<file path="src/rtl/i2c_slave_responder_if.sv">
// I2C pin and transfer-report bundle for i2c_slave_responder.
// The slave modport is the responder's view; the master modport is the bus/host view.
interface i2c_slave_responder_if #(
  parameter int ADDR_WIDTH = 7,
  parameter int DATA_WIDTH = 8
);
  logic                  scl_i;
  logic                  sda_i;
  logic                  sda_o;
  logic [DATA_WIDTH-1:0] rd_data_i;
  logic                  xfer_valid_o;
  logic                  xfer_op_o;
  logic [ADDR_WIDTH-1:0] xfer_addr_o;
  logic [DATA_WIDTH-1:0] xfer_data_o;
  logic                  busy_o;

  modport slave (
    input  scl_i, sda_i, rd_data_i,
    output sda_o, xfer_valid_o, xfer_op_o, xfer_addr_o, xfer_data_o, busy_o
  );

  modport master (
    output scl_i, sda_i, rd_data_i,
    input  sda_o, xfer_valid_o, xfer_op_o, xfer_addr_o, xfer_data_o, busy_o
  );
endinterface

</file>
<file path="src/rtl/i2c_slave_responder.sv">
// Oversampled I2C slave: ACKs SLAVE_ADDR, reports each data byte with a one-clk strobe.
// Define I2C_SLAVE_RESPONDER_RDGEN_EN to source read bytes from an internal pattern generator.
module i2c_slave_responder #(
  parameter int                    ADDR_WIDTH = 7,
  parameter int                    DATA_WIDTH = 8,
  parameter logic [ADDR_WIDTH-1:0] SLAVE_ADDR = 7'h00
) (
  input  logic                  clk,
  input  logic                  reset,
  i2c_slave_responder_if.slave  bus
);

  localparam int SH_W  = (ADDR_WIDTH + 1 > DATA_WIDTH) ? ADDR_WIDTH + 1 : DATA_WIDTH;
  localparam int CNT_W = $clog2(SH_W + 1);
  localparam logic [CNT_W-1:0] CNT_ONE   = CNT_W'(1);
  localparam logic [CNT_W-1:0] ADDR_LAST = CNT_W'(ADDR_WIDTH);
  localparam logic [CNT_W-1:0] DATA_LAST = CNT_W'(DATA_WIDTH - 1);
  localparam logic [CNT_W-1:0] DATA_BITS = CNT_W'(DATA_WIDTH);

  typedef enum logic [2:0] {
    IDLE, ADDR, ADDR_ACK, WR_DATA, WR_ACK, RD_DATA, RD_ACK, IGNORE
  } state_t;

  logic scl_p0, scl_p1, scl_p2;
  logic sda_p0, sda_p1, sda_p2;
  logic scl_rise, scl_fall, start_det, stop_det;

  state_t                state_q, state_d;
  logic [CNT_W-1:0]      cnt_q, cnt_d;
  logic [SH_W-1:0]       sh_q, sh_d, sh_in;
  logic [DATA_WIDTH-1:0] tx_q, tx_d, rd_q, rd_d;
  logic                  rw_q, rw_d, sda_q, sda_d, valid_q, valid_d, op_q, op_d, busy_q, busy_d;
  logic [ADDR_WIDTH-1:0] addr_q, addr_d;
  logic [DATA_WIDTH-1:0] data_q, data_d;
  logic [DATA_WIDTH-1:0] rd_byte;
  logic                  load_rd;

  // Stage p0/p1: metastability guard; stage p2: previous value for edge detection
  always_ff @(posedge clk or negedge reset) begin
    if (!reset) begin
      {scl_p0, scl_p1, scl_p2} <= 3'b111;
      {sda_p0, sda_p1, sda_p2} <= 3'b111;
    end else begin
      {scl_p0, scl_p1, scl_p2} <= {bus.scl_i, scl_p0, scl_p1};
      {sda_p0, sda_p1, sda_p2} <= {bus.sda_i, sda_p0, sda_p1};
    end
  end

  // START/STOP require SCL high on both samples so a simultaneous SCL/SDA move is not a condition
  assign scl_rise  =  scl_p1 & ~scl_p2;
  assign scl_fall  = ~scl_p1 &  scl_p2;
  assign start_det =  scl_p1 &  scl_p2 & ~sda_p1 &  sda_p2;
  assign stop_det  =  scl_p1 &  scl_p2 &  sda_p1 & ~sda_p2;
  assign sh_in     = {sh_q[SH_W-2:0], sda_p1};

`ifdef I2C_SLAVE_RESPONDER_RDGEN_EN
  logic [6:0] rd_idx_q;
  logic       unused_rd;

  function automatic logic [DATA_WIDTH-1:0] gen_byte(input logic [6:0] idx);
    logic [7:0] v;
    v = (idx < 7'd32) ? 8'd100 + {1'b0, idx} : 8'd95 - {1'b0, idx};
    return DATA_WIDTH'(v);
  endfunction

  always_ff @(posedge clk or negedge reset) begin
    if (!reset)       rd_idx_q <= '0;
    else if (load_rd) rd_idx_q <= (rd_idx_q == 7'd95) ? 7'd0 : rd_idx_q + 7'd1;
  end

  assign rd_byte   = gen_byte(rd_idx_q);
  assign unused_rd = ^bus.rd_data_i;
`else
  logic unused_load;
  assign rd_byte     = bus.rd_data_i;
  assign unused_load = load_rd;
`endif

  always_ff @(posedge clk or negedge reset) begin
    if (!reset) begin
      state_q <= IDLE;
      cnt_q   <= '0;
      sh_q    <= '0;
      tx_q    <= '0;
      rd_q    <= '0;
      rw_q    <= 1'b0;
      sda_q   <= 1'b1;
      valid_q <= 1'b0;
      op_q    <= 1'b0;
      addr_q  <= '0;
      data_q  <= '0;
      busy_q  <= 1'b0;
    end else begin
      state_q <= state_d;
      cnt_q   <= cnt_d;
      sh_q    <= sh_d;
      tx_q    <= tx_d;
      rd_q    <= rd_d;
      rw_q    <= rw_d;
      sda_q   <= sda_d;
      valid_q <= valid_d;
      op_q    <= op_d;
      addr_q  <= addr_d;
      data_q  <= data_d;
      busy_q  <= busy_d;
    end
  end

  always_comb begin
    state_d = state_q;
    cnt_d   = cnt_q;
    sh_d    = sh_q;
    tx_d    = tx_q;
    rd_d    = rd_q;
    rw_d    = rw_q;
    sda_d   = sda_q;
    valid_d = 1'b0;
    op_d    = op_q;
    addr_d  = addr_q;
    data_d  = data_q;
    busy_d  = busy_q;
    load_rd = 1'b0;
    if (start_det) begin
      state_d = ADDR;
      cnt_d   = '0;
      sda_d   = 1'b1;
      busy_d  = 1'b1;
    end else if (stop_det) begin
      state_d = IDLE;
      cnt_d   = '0;
      sda_d   = 1'b1;
      busy_d  = 1'b0;
    end else begin
      case (state_q)
        ADDR: if (scl_rise) begin
          sh_d  = sh_in;
          cnt_d = cnt_q + CNT_ONE;
          if (cnt_q == ADDR_LAST) begin
            cnt_d = '0;
            if (sh_in[ADDR_WIDTH:1] == SLAVE_ADDR) begin
              state_d = ADDR_ACK;
              rw_d    = sh_in[0];
              addr_d  = sh_in[ADDR_WIDTH:1];
            end else begin
              state_d = IGNORE;
            end
          end
        end
        // First SCL fall pulls the ACK low, the second ends the ACK pulse
        ADDR_ACK: if (scl_fall) begin
          if (sda_q) begin
            sda_d = 1'b0;
          end else if (rw_q) begin
            state_d = RD_DATA;
            cnt_d   = '0;
            load_rd = 1'b1;
            rd_d    = rd_byte;
            sda_d   = rd_byte[DATA_WIDTH-1];
            tx_d    = {rd_byte[DATA_WIDTH-2:0], 1'b0};
          end else begin
            state_d = WR_DATA;
            cnt_d   = '0;
            sda_d   = 1'b1;
          end
        end
        WR_DATA: if (scl_rise) begin
          sh_d  = sh_in;
          cnt_d = cnt_q + CNT_ONE;
          if (cnt_q == DATA_LAST) begin
            state_d = WR_ACK;
            cnt_d   = '0;
            valid_d = 1'b1;
            op_d    = 1'b0;
            data_d  = sh_in[DATA_WIDTH-1:0];
          end
        end
        WR_ACK: if (scl_fall) begin
          if (sda_q) begin
            sda_d = 1'b0;
          end else begin
            sda_d   = 1'b1;
            state_d = WR_DATA;
          end
        end
        // cnt counts bits the master has clocked; the next bit goes out on each fall
        RD_DATA: begin
          if (scl_rise) cnt_d = cnt_q + CNT_ONE;
          if (scl_fall) begin
            if (cnt_q == DATA_BITS) begin
              state_d = RD_ACK;
              sda_d   = 1'b1;
              valid_d = 1'b1;
              op_d    = 1'b1;
              data_d  = rd_q;
            end else begin
              sda_d = tx_q[DATA_WIDTH-1];
              tx_d  = {tx_q[DATA_WIDTH-2:0], 1'b0};
            end
          end
        end
        RD_ACK: if (scl_rise) begin
          if (!sda_p1) begin
            state_d = RD_DATA;
            cnt_d   = '0;
            load_rd = 1'b1;
            rd_d    = rd_byte;
            tx_d    = rd_byte;
          end else begin
            state_d = IGNORE;
          end
        end
        IGNORE: sda_d = 1'b1;
        default: ;
      endcase
    end
  end

  assign bus.sda_o        = sda_q;
  assign bus.xfer_valid_o = valid_q;
  assign bus.xfer_op_o    = op_q;
  assign bus.xfer_addr_o  = addr_q;
  assign bus.xfer_data_o  = data_q;
  assign bus.busy_o       = busy_q;

endmodule

</file>
<file path="src/flat_wrapper.sv">
// flat-port wrapper written by rule: the top's interface ports become plain ports
module i2c_slave_responder_flat 
#(
  parameter int                    ADDR_WIDTH = 7,
  parameter int                    DATA_WIDTH = 8,
  parameter logic [ADDR_WIDTH-1:0] SLAVE_ADDR = 7'h00
)
  (clk, reset, bus_scl_i, bus_sda_i, bus_rd_data_i, bus_sda_o, bus_xfer_valid_o, bus_xfer_op_o, bus_xfer_addr_o, bus_xfer_data_o, bus_busy_o);
  i2c_slave_responder_if #(.ADDR_WIDTH(ADDR_WIDTH), .DATA_WIDTH(DATA_WIDTH)) bus_i ();
  input  logic clk;
  input  logic reset;
  input wire logic [$bits(bus_i.scl_i)-1:0] bus_scl_i;
  input wire logic [$bits(bus_i.sda_i)-1:0] bus_sda_i;
  input wire logic [$bits(bus_i.rd_data_i)-1:0] bus_rd_data_i;
  output wire logic [$bits(bus_i.sda_o)-1:0] bus_sda_o;
  output wire logic [$bits(bus_i.xfer_valid_o)-1:0] bus_xfer_valid_o;
  output wire logic [$bits(bus_i.xfer_op_o)-1:0] bus_xfer_op_o;
  output wire logic [$bits(bus_i.xfer_addr_o)-1:0] bus_xfer_addr_o;
  output wire logic [$bits(bus_i.xfer_data_o)-1:0] bus_xfer_data_o;
  output wire logic [$bits(bus_i.busy_o)-1:0] bus_busy_o;
  assign bus_i.scl_i = bus_scl_i;
  assign bus_i.sda_i = bus_sda_i;
  assign bus_i.rd_data_i = bus_rd_data_i;
  assign bus_sda_o = bus_i.sda_o;
  assign bus_xfer_valid_o = bus_i.xfer_valid_o;
  assign bus_xfer_op_o = bus_i.xfer_op_o;
  assign bus_xfer_addr_o = bus_i.xfer_addr_o;
  assign bus_xfer_data_o = bus_i.xfer_data_o;
  assign bus_busy_o = bus_i.busy_o;
  i2c_slave_responder #(.ADDR_WIDTH(ADDR_WIDTH), .DATA_WIDTH(DATA_WIDTH), .SLAVE_ADDR(SLAVE_ADDR)) u_core (.clk(clk), .reset(reset), .bus(bus_i));
endmodule
</file>
<file path="config.mk">
export PLATFORM = sky130hd
export DESIGN_NAME = i2c_slave_responder_flat
export DESIGN_NICKNAME = d
export VERILOG_FILES = /design/src/rtl/i2c_slave_responder_if.sv /design/src/rtl/i2c_slave_responder.sv /design/src/flat_wrapper.sv
export SDC_FILE = /design/constraint.sdc
export NUM_CORES = 1
export LEC_CHECK = 0
export ABC_AREA = 1
export BUFFER_PORTS_ARGS = -buffer_cell sky130_fd_sc_hd__buf_2
export CAP_MARGIN = 20
export CORE_MARGIN = 4
export CORE_UTILIZATION = 52
export DETAILED_ROUTE_END_ITERATION = 10
export GPL_TIMING_DRIVEN = 0
export PLACE_DENSITY = 0.81
export SYNTH_ARGS = -nofsm -noshare
export SYNTH_HDL_FRONTEND = slang
export SYNTH_SLANG_ARGS = --single-unit
</file>
<file path="constraint.sdc">
create_clock -name clk -period 1.55 [get_ports clk]
set_clock_uncertainty 0.05 [all_clocks]
set_input_delay 0.155 -clock clk [delete_from_list [all_inputs] [get_ports clk]]
set_output_delay 0.155 -clock clk [all_outputs]
set_load 0.05 [all_outputs]
</file>
==> impl_metrics.json, run 1 <==
{
  "status": "finished with violations",
  "failed_checks": "negative setup slack",
  "worst_hold_path_type": "primary input to flop",
  "grt_pass1_wl_um": 11900,
  "slew-limit-headroom_pct": 67.9,
  "remaining_drc_errors": 0,
  "cts.sink_count": 56,
  "syn-cell-area_um2": 2840,
  "path_delay_family": "simple AND/OR/NAND/NOR gates",
  "vias": 2850,
  "cts_max_path_buffers": 2,
  "max_freq_ghz": 0.548,
  "antenna_found_initial": 0,
  "cts_tree": "yes",
  "power_leakage_nw": 2.09,
  "ant_nets": 0,
  "rows": 26,
  "fp.dieArea_um2": 6700,
  "power.total_mw": 7.26,
  "layout_setup_ws_ns": -0.275,
  "multiInputGateArea_um2": 1550,
  "syn_nets": 368,
  "layout-drive-gt1-share_pct": 48.2,
  "grt_overflow_total": 0,
  "cts_max_level": 2,
  "synth_top_cell_area_share_pct": 43.2,
  "yosysSeqAreaShare_pct": 49.7,
  "critPathSlowestCell": "dfrtp_1",
  "coreArea_um2": 5200,
  "synth_edf_count": 0,
  "clockRootBuffer": "clkbuf_8",
  "seqCellArea_um2": 1410,
  "viasPerCell": 5.50,
  "avgSynthCellArea_um2": 8.02,
  "die_width_um": 81.9,
  "synthTopCellsByCount": "117 x nand2_1, 49 x dfrtp_1, 44 x inv_1, 32 x o21ai_0, 26 x nor2_1",
  "rsz0062_at_grt": "true",
  "ys_types": 25,
  "numCtsBuffers": 5,
  "fin_crit_ns": 1.82,
  "hold_viol": 0,
  "netlist_instances": 354,
  "yosysTopAreaCell": "dfrtp_1",
  "drt_iter0_markers": 274,
  "clock_latency_ns": 0.32,
  "grt_pass1_vias": 2596,
  "async_reset_ff_share_pct": 100,
  "worstMarginPinSlew_ns": 0.481,
  "slew_violations": 0,
  "final_net_count": 461,
  "final_core_util_pct": 78.9,
  "area_growth_pct": 44.7,
  "synth_top_flop_cell": "dfrtp_1",
  "max_stage_delay_ns": 0.42,
  "final_cells": 518,
  "crit_path_start_kind": "flop",
  "io_pins": 31,
  "end_kind": "flop",
  "worstPathMaxFanout": 4,
  "arrival_ns": 1.98,
  "maxCapViolations": 0,
  "portBuffers": 30,
  "tns_ns": -4.82,
  "fin_crit_sh_pct": 118,
  "groute.usage.overall_pct": 23.4,
  "ir_worst_vdd_uv": 1030,
  "synthTopCellsByArea": "dfrtp_1 43%, nand2_1 15%, dfstp_2 6.5%, inv_1 5.8%, o21ai_0 5.6%",
  "wirelength_um": 8460,
  "diodes": 0,
  "whs_ns": 0.0521,
  "fillerInstances": 315,
  "die_h_um": 81.9,
  "setup_viol": 41,
  "powerDensity_nw_per_um2": 1770,
  "drtPass1Iterations": 5,
  "path_cells": "ha_2, nand2_2, nor2_4, nand2_4, a21oi_1, nand2_1, nand2_2, nand2_2, nand2_1, nand2_1",
  "path_class": "flop to flop",
  "ys_ff_latch": 56,
  "place_inst": 455,
  "drt-wirelength-per-cell_um": 16.3,
  "synth_warnings": 0,
  "grt_max_degree": 37,
  "crit_buf_inv": 0,
  "start_util_pct": 54.5,
  "yosysMostFrequentCell": "nand2_1",
  "required_ns": 1.71,
  "hpwl_um": 4160,
  "gp_congestion": 0.920,
  "path_clk_slew_ns": 0.10
}
-- cells by family (layout without fill, tap and decap cells) --
family                   Yosys count  count (layout)  synth area share (%)
AND/OR/NAND/NOR                  178             178                  27.5
buffers and inverters             55             149                  8.38
adder cells (fa/ha/maj)            2               2                 0.882
XOR/XNOR                           2               2                 0.617
flip-flops                        56              56                  49.7
AO/OA/AOI/OAI                     61              61                  13.0
-- registers in the layout, summed over array words and instances, names as in the netlist, 3 cells and up --
| signal | count |
|---|---|
| u_core.cnt_q | 4 |
| u_core.sh_q | 7 |
| u_core.state_q | 3 |
| u_core.rd_q | 8 |
| u_core.bus.xfer_addr_o | 7 |
| u_core.bus.xfer_data_o | 8 |
| u_core.tx_q | 8 |
-- timing repair --
action / 4_1_cts / 5_1_grt
pin swaps: 23 / 28
resized for setup: 71 / 66
setup buffers: 35 / 14
endpoints found under the hold margin: 15 / 0
gates cloned: 3 / 1
hold buffers: 3 / 0
setup endpoints to repair: 48 / 45
-- routing by layer --
layer  up-vias  share of wire [%]  track usage [%]
met3        46                6.3             4.50
met1      1352                 38             28.6
li1       1293                  -                -
met4         0                5.5             10.3
met5         -                  0                0
met2       159                 50             40.0
-- cells in the final DEF (no fill, tap or decap), types with 3 or more instances in the layout --
master          n
dfstp_2         7
nor2_4          8
nand3_1        11
nand2_4        18
nor3_4          4
o21ai_0        25
nor2_1         15
clkbuf_8        6
dlygate4sd3_1   3
nand3_2         5
buf_2          30
nor2_2          8
buf_4          41
o21ai_2        16
nand2_2        30
nand2_1        73
inv_1          35
buf_6          11
o21ai_1         7
inv_4           3
inv_2           6
dfrtp_1        47
a21oi_1        10
-- power breakdown --
group | switching, mW | internal [mW]
Clock | 0.488 | 0.365
Combinational | 2.44 | 1.76
Sequential | 0.362 | 1.84
Total | 3.29 | 3.97
-- metrics by stage --
step / setup WS (ns) / area, µm²
final: -0.275 / 4110
after global routing: -0.382 / 4110
after CTS: -0.0529 / 3750
after detailed placement: -0.279 / 3110
after global placement: -0.230 / 3090
after floorplan: -0.00685 / 2860
-- cell type report --
cell class / count / share of cell area (%)
Buffer: 6 / 1.58
Clock buffer: 7 / 2.10
Clock inverter: 1 / 0.183
Inverter: 48 / 5.12
Multi-Input combinational cell: 243 / 37.8
Sequential cell: 56 / 34.4
Tap cell: 70 / 2.13
Timing Repair Buffer: 86 / 16.4
Timing Repair inverter: 1 / 0.274
-- path summary, 6_finish.rpt --
kind | startpoint | end | slack [ns] | cells after the start
min reg2reg | u_core.scl_p0$_DFF_PN1_ | u_core.scl_p1$_DFF_PN1_ | 0.31 | 0
min | bus_rd_data_i[0] | u_core.tx_q[0]$_DFFE_PN0P_ | 0.05 | 3
min in group asynchronous | reset | u_core.tx_q[3]$_DFFE_PN0P_ | 0.26 | 2
max | u_core.cnt_q[1]$_DFFE_PN0P_ | u_core.state_q[0]$_DFFE_PN0P_ | -0.27 | 10
max in group asynchronous | reset | u_core.cnt_q[0]$_DFFE_PN0P_ | 0.64 | 3
max reg2reg | u_core.cnt_q[1]$_DFFE_PN0P_ | u_core.state_q[0]$_DFFE_PN0P_ | -0.27 | 10
-- worst min-delay path, stage by stage --
cell and delay [ns]:
buf_2 0.12, nand2_1 0.07, o21ai_2 0.05
No activity file was read; power rests on OpenSTA's default activity.
==> run 2: changes to the inputs <==
--- a/config.mk
+++ b/config.mk
@@ -12,7 +12,7 @@
 export CORE_UTILIZATION = 52
 export DETAILED_ROUTE_END_ITERATION = 10
 export GPL_TIMING_DRIVEN = 0
-export PLACE_DENSITY = 0.81
+export PLACE_DENSITY = 0.75
 export SYNTH_ARGS = -nofsm -noshare
 export SYNTH_HDL_FRONTEND = slang
 export SYNTH_SLANG_ARGS = --single-unit
==> impl_metrics.json, run 2 (synthesis gave the netlist of run 1 again) <==
{
  "failed_checks": "negative setup slack",
  "remaining_drc_errors": 0,
  "power_leakage_nw": 1.98,
  "grt_overflow_total": 0,
  "worst_hold_path_type": "primary input to flop",
  "worstMarginPinSlew_ns": 0.466,
  "whs_ns": 0.0467,
  "coreArea_um2": 5200,
  "layout_setup_ws_ns": -0.134,
  "vias": 2548,
  "fin_crit_ns": 1.68,
  "grt_pass1_wl_um": 10600,
  "slew-limit-headroom_pct": 68.9,
  "diodes": 0,
  "maxCapViolations": 0,
  "min_delay_path_depth": 3,
  "cts.sink_count": 56,
  "hold_viol": 0,
  "required_ns": 1.70,
  "rsz0062_at_grt": "true",
  "die_h_um": 81.9,
  "reg2reg_slack_ns": -0.13,
  "power.total_mw": 6.78,
  "io_pins": 31,
  "drt_iter0_markers": 179,
  "max_freq_ghz": 0.594,
  "groute.usage.overall_pct": 20.4,
  "final_cell_mix": "78 x nand2_1, 47 x dfrtp_1, 34 x inv_1, 34 x nand2_2, 30 x buf_2",
  "path_clk_slew_ns": 0.10,
  "min-delay-start": "bus_rd_data_i[0]",
  "clock_latency_ns": 0.32,
  "rows": 26,
  "fin_crit_sh_pct": 109,
  "cts_max_level": 2,
  "slew_violations": 0,
  "final_common_cell": "nand2_1",
  "worstPathMaxFanout": 4,
  "path_class": "flop to flop",
  "crit_path_start_kind": "flop",
  "viasPerCell": 5.12,
  "portBuffers": 30,
  "clockRootBuffer": "clkbuf_8",
  "status": "finished with violations",
  "gp_congestion": 0.911,
  "drtPass1Iterations": 4,
  "fp.dieArea_um2": 6700,
  "start_util_pct": 54.5,
  "antenna_found_initial": 0,
  "grt_pass1_vias": 2324,
  "arrival_ns": 1.83,
  "powerDensity_nw_per_um2": 1750,
  "final_area_um2": 3880,
  "die_width_um": 81.9,
  "ir_worst_vdd_uv": 1010,
  "cts_max_path_buffers": 2,
  "end_kind": "flop",
  "reg2reg_depth": 12,
  "min_to": "u_core.rd_q[0]$_DFFE_PN0P_",
  "final_net_count": 441,
  "cts_tree": "yes",
  "dpl-instance-area_um2": 3110,
  "grt_max_degree": 38,
  "drt-wirelength-per-cell_um": 13.9,
  "numCtsBuffers": 5,
  "r2r_start": "u_core.cnt_q[0]$_DFFE_PN0P_",
  "r2r-end": "u_core.state_q[0]$_DFFE_PN0P_",
  "layout-drive-gt1-share_pct": 42.5,
  "hpwl_um": 4200,
  "wirelength_um": 6940,
  "ant_nets": 0,
  "setup_viol": 41,
  "area_growth_pct": 36.6
}
-- run 2: cell count changes in the layout (fill, tap and decap cells not counted), moves of 3 or more --
| cell | change |
|---|---|
| buf_4 | -17 |
| nand2_4 | -10 |
| nor2_2 | -7 |
| nor2_1 | +6 |
| nand2_1 | +5 |
| nand2_2 | +4 |
| nand3_1 | +4 |
| nand3_2 | -4 |
| buf_6 | -3 |
-- run 2: where the power goes --
part / leakage (nW) / switching (mW) / total (mW) / internal [mW]
clock network: 0.0558 / 0.473 / 0.962 / 0.489
logic: 1.21 / 2.11 / 3.65 / 1.54
registers: 0.719 / 0.318 / 2.16 / 1.84
-- run 2: per-stage QoR --
stage / worst slack [ns] / utilization (%) / setup TNS, ns / std cells
2_1_floorplan: -0.00685 / - / -0.0138 / 354
3_3_place_gp: -0.248 / 59.4 / -6.13 / 454
3_5_place_dp: -0.248 / 59.8 / -7.04 / 455
4_1_cts: -0.0440 / 68.8 / -0.578 / 487
5_1_grt: -0.229 / 74.5 / -7.89 / 498
6_report: -0.134 / 74.5 / -3.94 / 498
-- run 2: how the worst max path moves through the flow --
stage | start | end | slack [ns] | cells past startpoint
after floorplan | u_core.sda_p1$_DFF_PN1_ | u_core.state_q[0]$_DFFE_PN0P_ | -0.007 | 11
after global placement | u_core.state_q[0]$_DFFE_PN0P_ | u_core.tx_q[1]$_DFFE_PN0P_ | -0.25 | 10
after detailed placement | u_core.state_q[0]$_DFFE_PN0P_ | u_core.tx_q[0]$_DFFE_PN0P_ | -0.25 | 10
after CTS | u_core.sda_p1$_DFF_PN1_ | u_core.cnt_q[2]$_DFFE_PN0P_ | -0.04 | 10
after global routing | u_core.cnt_q[0]$_DFFE_PN0P_ | u_core.state_q[0]$_DFFE_PN0P_ | -0.23 | 12
final | u_core.cnt_q[0]$_DFFE_PN0P_ | u_core.state_q[0]$_DFFE_PN0P_ | -0.13 | 12
-- run 2: critical path, cell delays in order (launching register included) --
cell	delay, ns
dfrtp_1	0.44
ha_2	0.23
nand2_2	0.07
nor2_4	0.15
nand2_4	0.09
nand2_2	0.09
nand2_2	0.05
inv_2	0.05
nand2_2	0.04
nand2_2	0.11
nand2_2	0.09
nand2_1	0.06
nand2_1	0.05
-- run 2: repair_timing --
| action | in CTS | in global routing |
|---|---|---|
| cloned | 0 | 3 |
| setup buffers | 22 | 8 |
| endpoints found under the setup margin | 49 | 49 |
| pin swaps | 16 | 28 |
| hold endpoints to repair | 14 | 0 |
| hold buffers | 3 | 0 |
| gates resized for setup | 53 | 55 |
-- run 2: area by class of cell --
| type | instances | area (µm²) |
|---|---|---|
| Buffer | 6 | 65.1 |
| Clock buffer | 6 | 72.6 |
| Clock inverter | 2 | 38.8 |
| Fill cell | 369 | 1330 |
| Inverter | 48 | 206 |
| Multi-Input combinational cell | 243 | 1460 |
| Sequential cell | 56 | 1410 |
| Tap cell | 70 | 87.6 |
| Timing Repair Buffer | 67 | 531 |
-- run 2: per-layer routing --
metal | GRT usage (%) | share of wire (%) | up-vias
li1 | - | - | 1257
met1 | 27.0 | 44 | 1197
met2 | 34.2 | 49 | 79
met3 | 3.62 | 5.2 | 15
met4 | 6.15 | 1.9 | 0
met5 | 0 | 0 | -
==> run 3: changes to the inputs <==
--- a/config.mk
+++ b/config.mk
@@ -9,10 +9,11 @@
 export BUFFER_PORTS_ARGS = -buffer_cell sky130_fd_sc_hd__buf_2
 export CAP_MARGIN = 20
 export CORE_MARGIN = 4
-export CORE_UTILIZATION = 52
+export CORE_UTILIZATION = 50
 export DETAILED_ROUTE_END_ITERATION = 10
 export GPL_TIMING_DRIVEN = 0
-export PLACE_DENSITY = 0.75
+export PLACE_DENSITY = 0.7
+export RECOVER_POWER = 25
 export SYNTH_ARGS = -nofsm -noshare
 export SYNTH_HDL_FRONTEND = slang
 export SYNTH_SLANG_ARGS = --single-unit
==> constraint.sdc (replaced) <==
create_clock -name clk -period 2.1 [get_ports clk]
set_clock_uncertainty 0.05 [all_clocks]
set_input_delay 0.21 -clock clk [delete_from_list [all_inputs] [get_ports clk]]
set_output_delay 0.21 -clock clk [all_outputs]
set_load 0.05 [all_outputs]
==> impl_metrics.json, run 3 (synthesis gave the netlist of run 1 again) <==
{
  "status": "finished, final reports clean",
  "worstMarginPinSlew_ns": 1.28,
  "slew_violations": 0,
  "groute.usage.overall_pct": 17.1,
  "portBuffers": 30,
  "area_growth_pct": 13.1,
  "setup_viol": 0,
  "gp_congestion": 0.915,
  "wirelength_um": 5640,
  "crit_path_start_kind": "flop",
  "io_pins": 31,
  "required_ns": 2.26,
  "rsz0062_at_grt": "false",
  "grt_pass1_vias": 2208,
  "grt_max_degree": 34,
  "min_delay_path_depth": 3,
  "fin_crit_sh_pct": 90.2,
  "clockRootBuffer": "clkbuf_8",
  "final_cell_mix": "115 x nand2_1, 49 x dfrtp_1, 44 x inv_1",
  "die_width_um": 83.3,
  "arrival_ns": 2.05,
  "hold_viol": 0,
  "worst_hold_path_type": "primary input to flop",
  "coreArea_um2": 5510,
  "layout-drive-gt1-share_pct": 20.8,
  "drt-wirelength-per-cell_um": 12.1,
  "maxCapViolations": 0,
  "end_kind": "flop",
  "ir_worst_vdd_uv": 616,
  "worstPathMaxFanout": 10,
  "antenna_found_initial": 0,
  "drt_iter0_markers": 126,
  "remaining_drc_errors": 0,
  "cts_max_path_buffers": 2,
  "fillerInstances": 520,
  "numCtsBuffers": 5,
  "powerDensity_nw_per_um2": 1220,
  "viasPerCell": 4.91,
  "route.met2.wl_um": 2440,
  "slew-limit-headroom_pct": 14.8,
  "place_inst": 457,
  "cts_tree": "yes",
  "clock_latency_ns": 0.31,
  "highest_layer": "met4",
  "post_cts_buffers": 0,
  "final_common_cell": "nand2_1",
  "reg2reg_slack_ns": 0.21,
  "wl_met1_um": 2830,
  "drtPass1Iterations": 4,
  "start_util_pct": 51.5,
  "max_freq_ghz": 0.528,
  "final_net_count": 409,
  "final_cells": 467,
  "hpwl_um": 4210,
  "rows": 27,
  "die_h_um": 83.3,
  "grt_pass1_wl_um": 9920,
  "path_clk_slew_ns": 0.09,
  "grt_overflow_total": 0,
  "fin_crit_ns": 1.89,
  "cts_max_level": 2,
  "power_leakage_nw": 1.70,
  "tns_ns": 0,
  "vias": 2295,
  "ant_nets": 0,
  "wl_met3_um": 291,
  "diodes": 0,
  "cts.sink_count": 56,
  "fp.dieArea_um2": 6940,
  "path_class": "flop to flop",
  "reg2reg_depth": 11
}
-- run 3: critical path: stages, from the launching register on --
cell,delay [ns]
dfstp_2,0.57
inv_1,0.10
nor2_1,0.10
nand2_1,0.17
nand2_2,0.17
inv_2,0.12
nand2_1,0.08
nand2_1,0.06
nor2_2,0.14
nand2_1,0.10
nand2_1,0.07
nand2_1,0.05
-- run 3: timing repair --
| item | in CTS | in global routing |
|---|---|---|
| resized for setup | 0 | 3 |
| hold buffers | 3 | 0 |
| setup endpoints to repair | 0 | 7 |
| endpoints found under the hold margin | 18 | 0 |
-- run 3: final timing paths --
path | from | to
worst min register to register | u_core.sda_p0$_DFF_PN1_ | u_core.sda_p1$_DFF_PN1_
min in group asynchronous | reset | u_core.bus.xfer_data_o[6]$_DFFE_PN0P_
max in group asynchronous | reset | u_core.cnt_q[2]$_DFFE_PN0P_
worst max-delay path | u_core.sda_p1$_DFF_PN1_ | u_core.state_q[1]$_DFFE_PN0P_
worst min-delay path | bus_rd_data_i[0] | u_core.rd_q[0]$_DFFE_PN0P_
worst max register to register | u_core.sda_p1$_DFF_PN1_ | u_core.state_q[1]$_DFFE_PN0P_
-- run 3: per-layer routing --
| metal | up-vias | track usage (%) |
|---|---|---|
| met5 | - | 0 |
| met4 | 0 | 4.90 |
| met3 | 5 | 3.87 |
| met2 | 51 | 26.4 |
| met1 | 1047 | 24.2 |
| li1 | 1192 | - |
-- run 3: layout make-up --
class	count	area, µm²	share of cell area, %
buffer	7	57.6	1.79
clock buffer	6	72.6	2.26
clock inverter	1	5.00	0.156
inverter	48	180	5.61
multi-input combinational	243	1190	37.2
sequential	56	1410	43.9
tap	72	90.1	2.81
timing repair buffer	34	199	6.20
-- run 3: per-stage QoR --
stage          power (mW)  utilization (%)  area, µm²  hold slack, ns  setup WS, ns
2_1_floorplan        3.00                -       2840          -0.136         0.468
3_3_place_gp         3.34             55.9       3080           0.266         0.141
3_5_place_dp         3.37             56.3       3100           0.176         0.102
4_1_cts              3.94             58.2       3210           0.111        0.0676
5_1_grt              4.30             58.3       3210           0.124        0.0110
6_report             3.93             58.3       3210           0.120         0.206
-- run 3: where the power goes --
part / switching (mW) / total [mW] / internal (mW) / leakage, nW
sequential: 0.191 / 1.55 / 1.36 / 0.720
clock: 0.336 / 0.564 / 0.228 / 0.0410
combinational: 1.18 / 1.82 / 0.640 / 0.939
total: 1.71 / 3.93 / 2.22 / 1.70
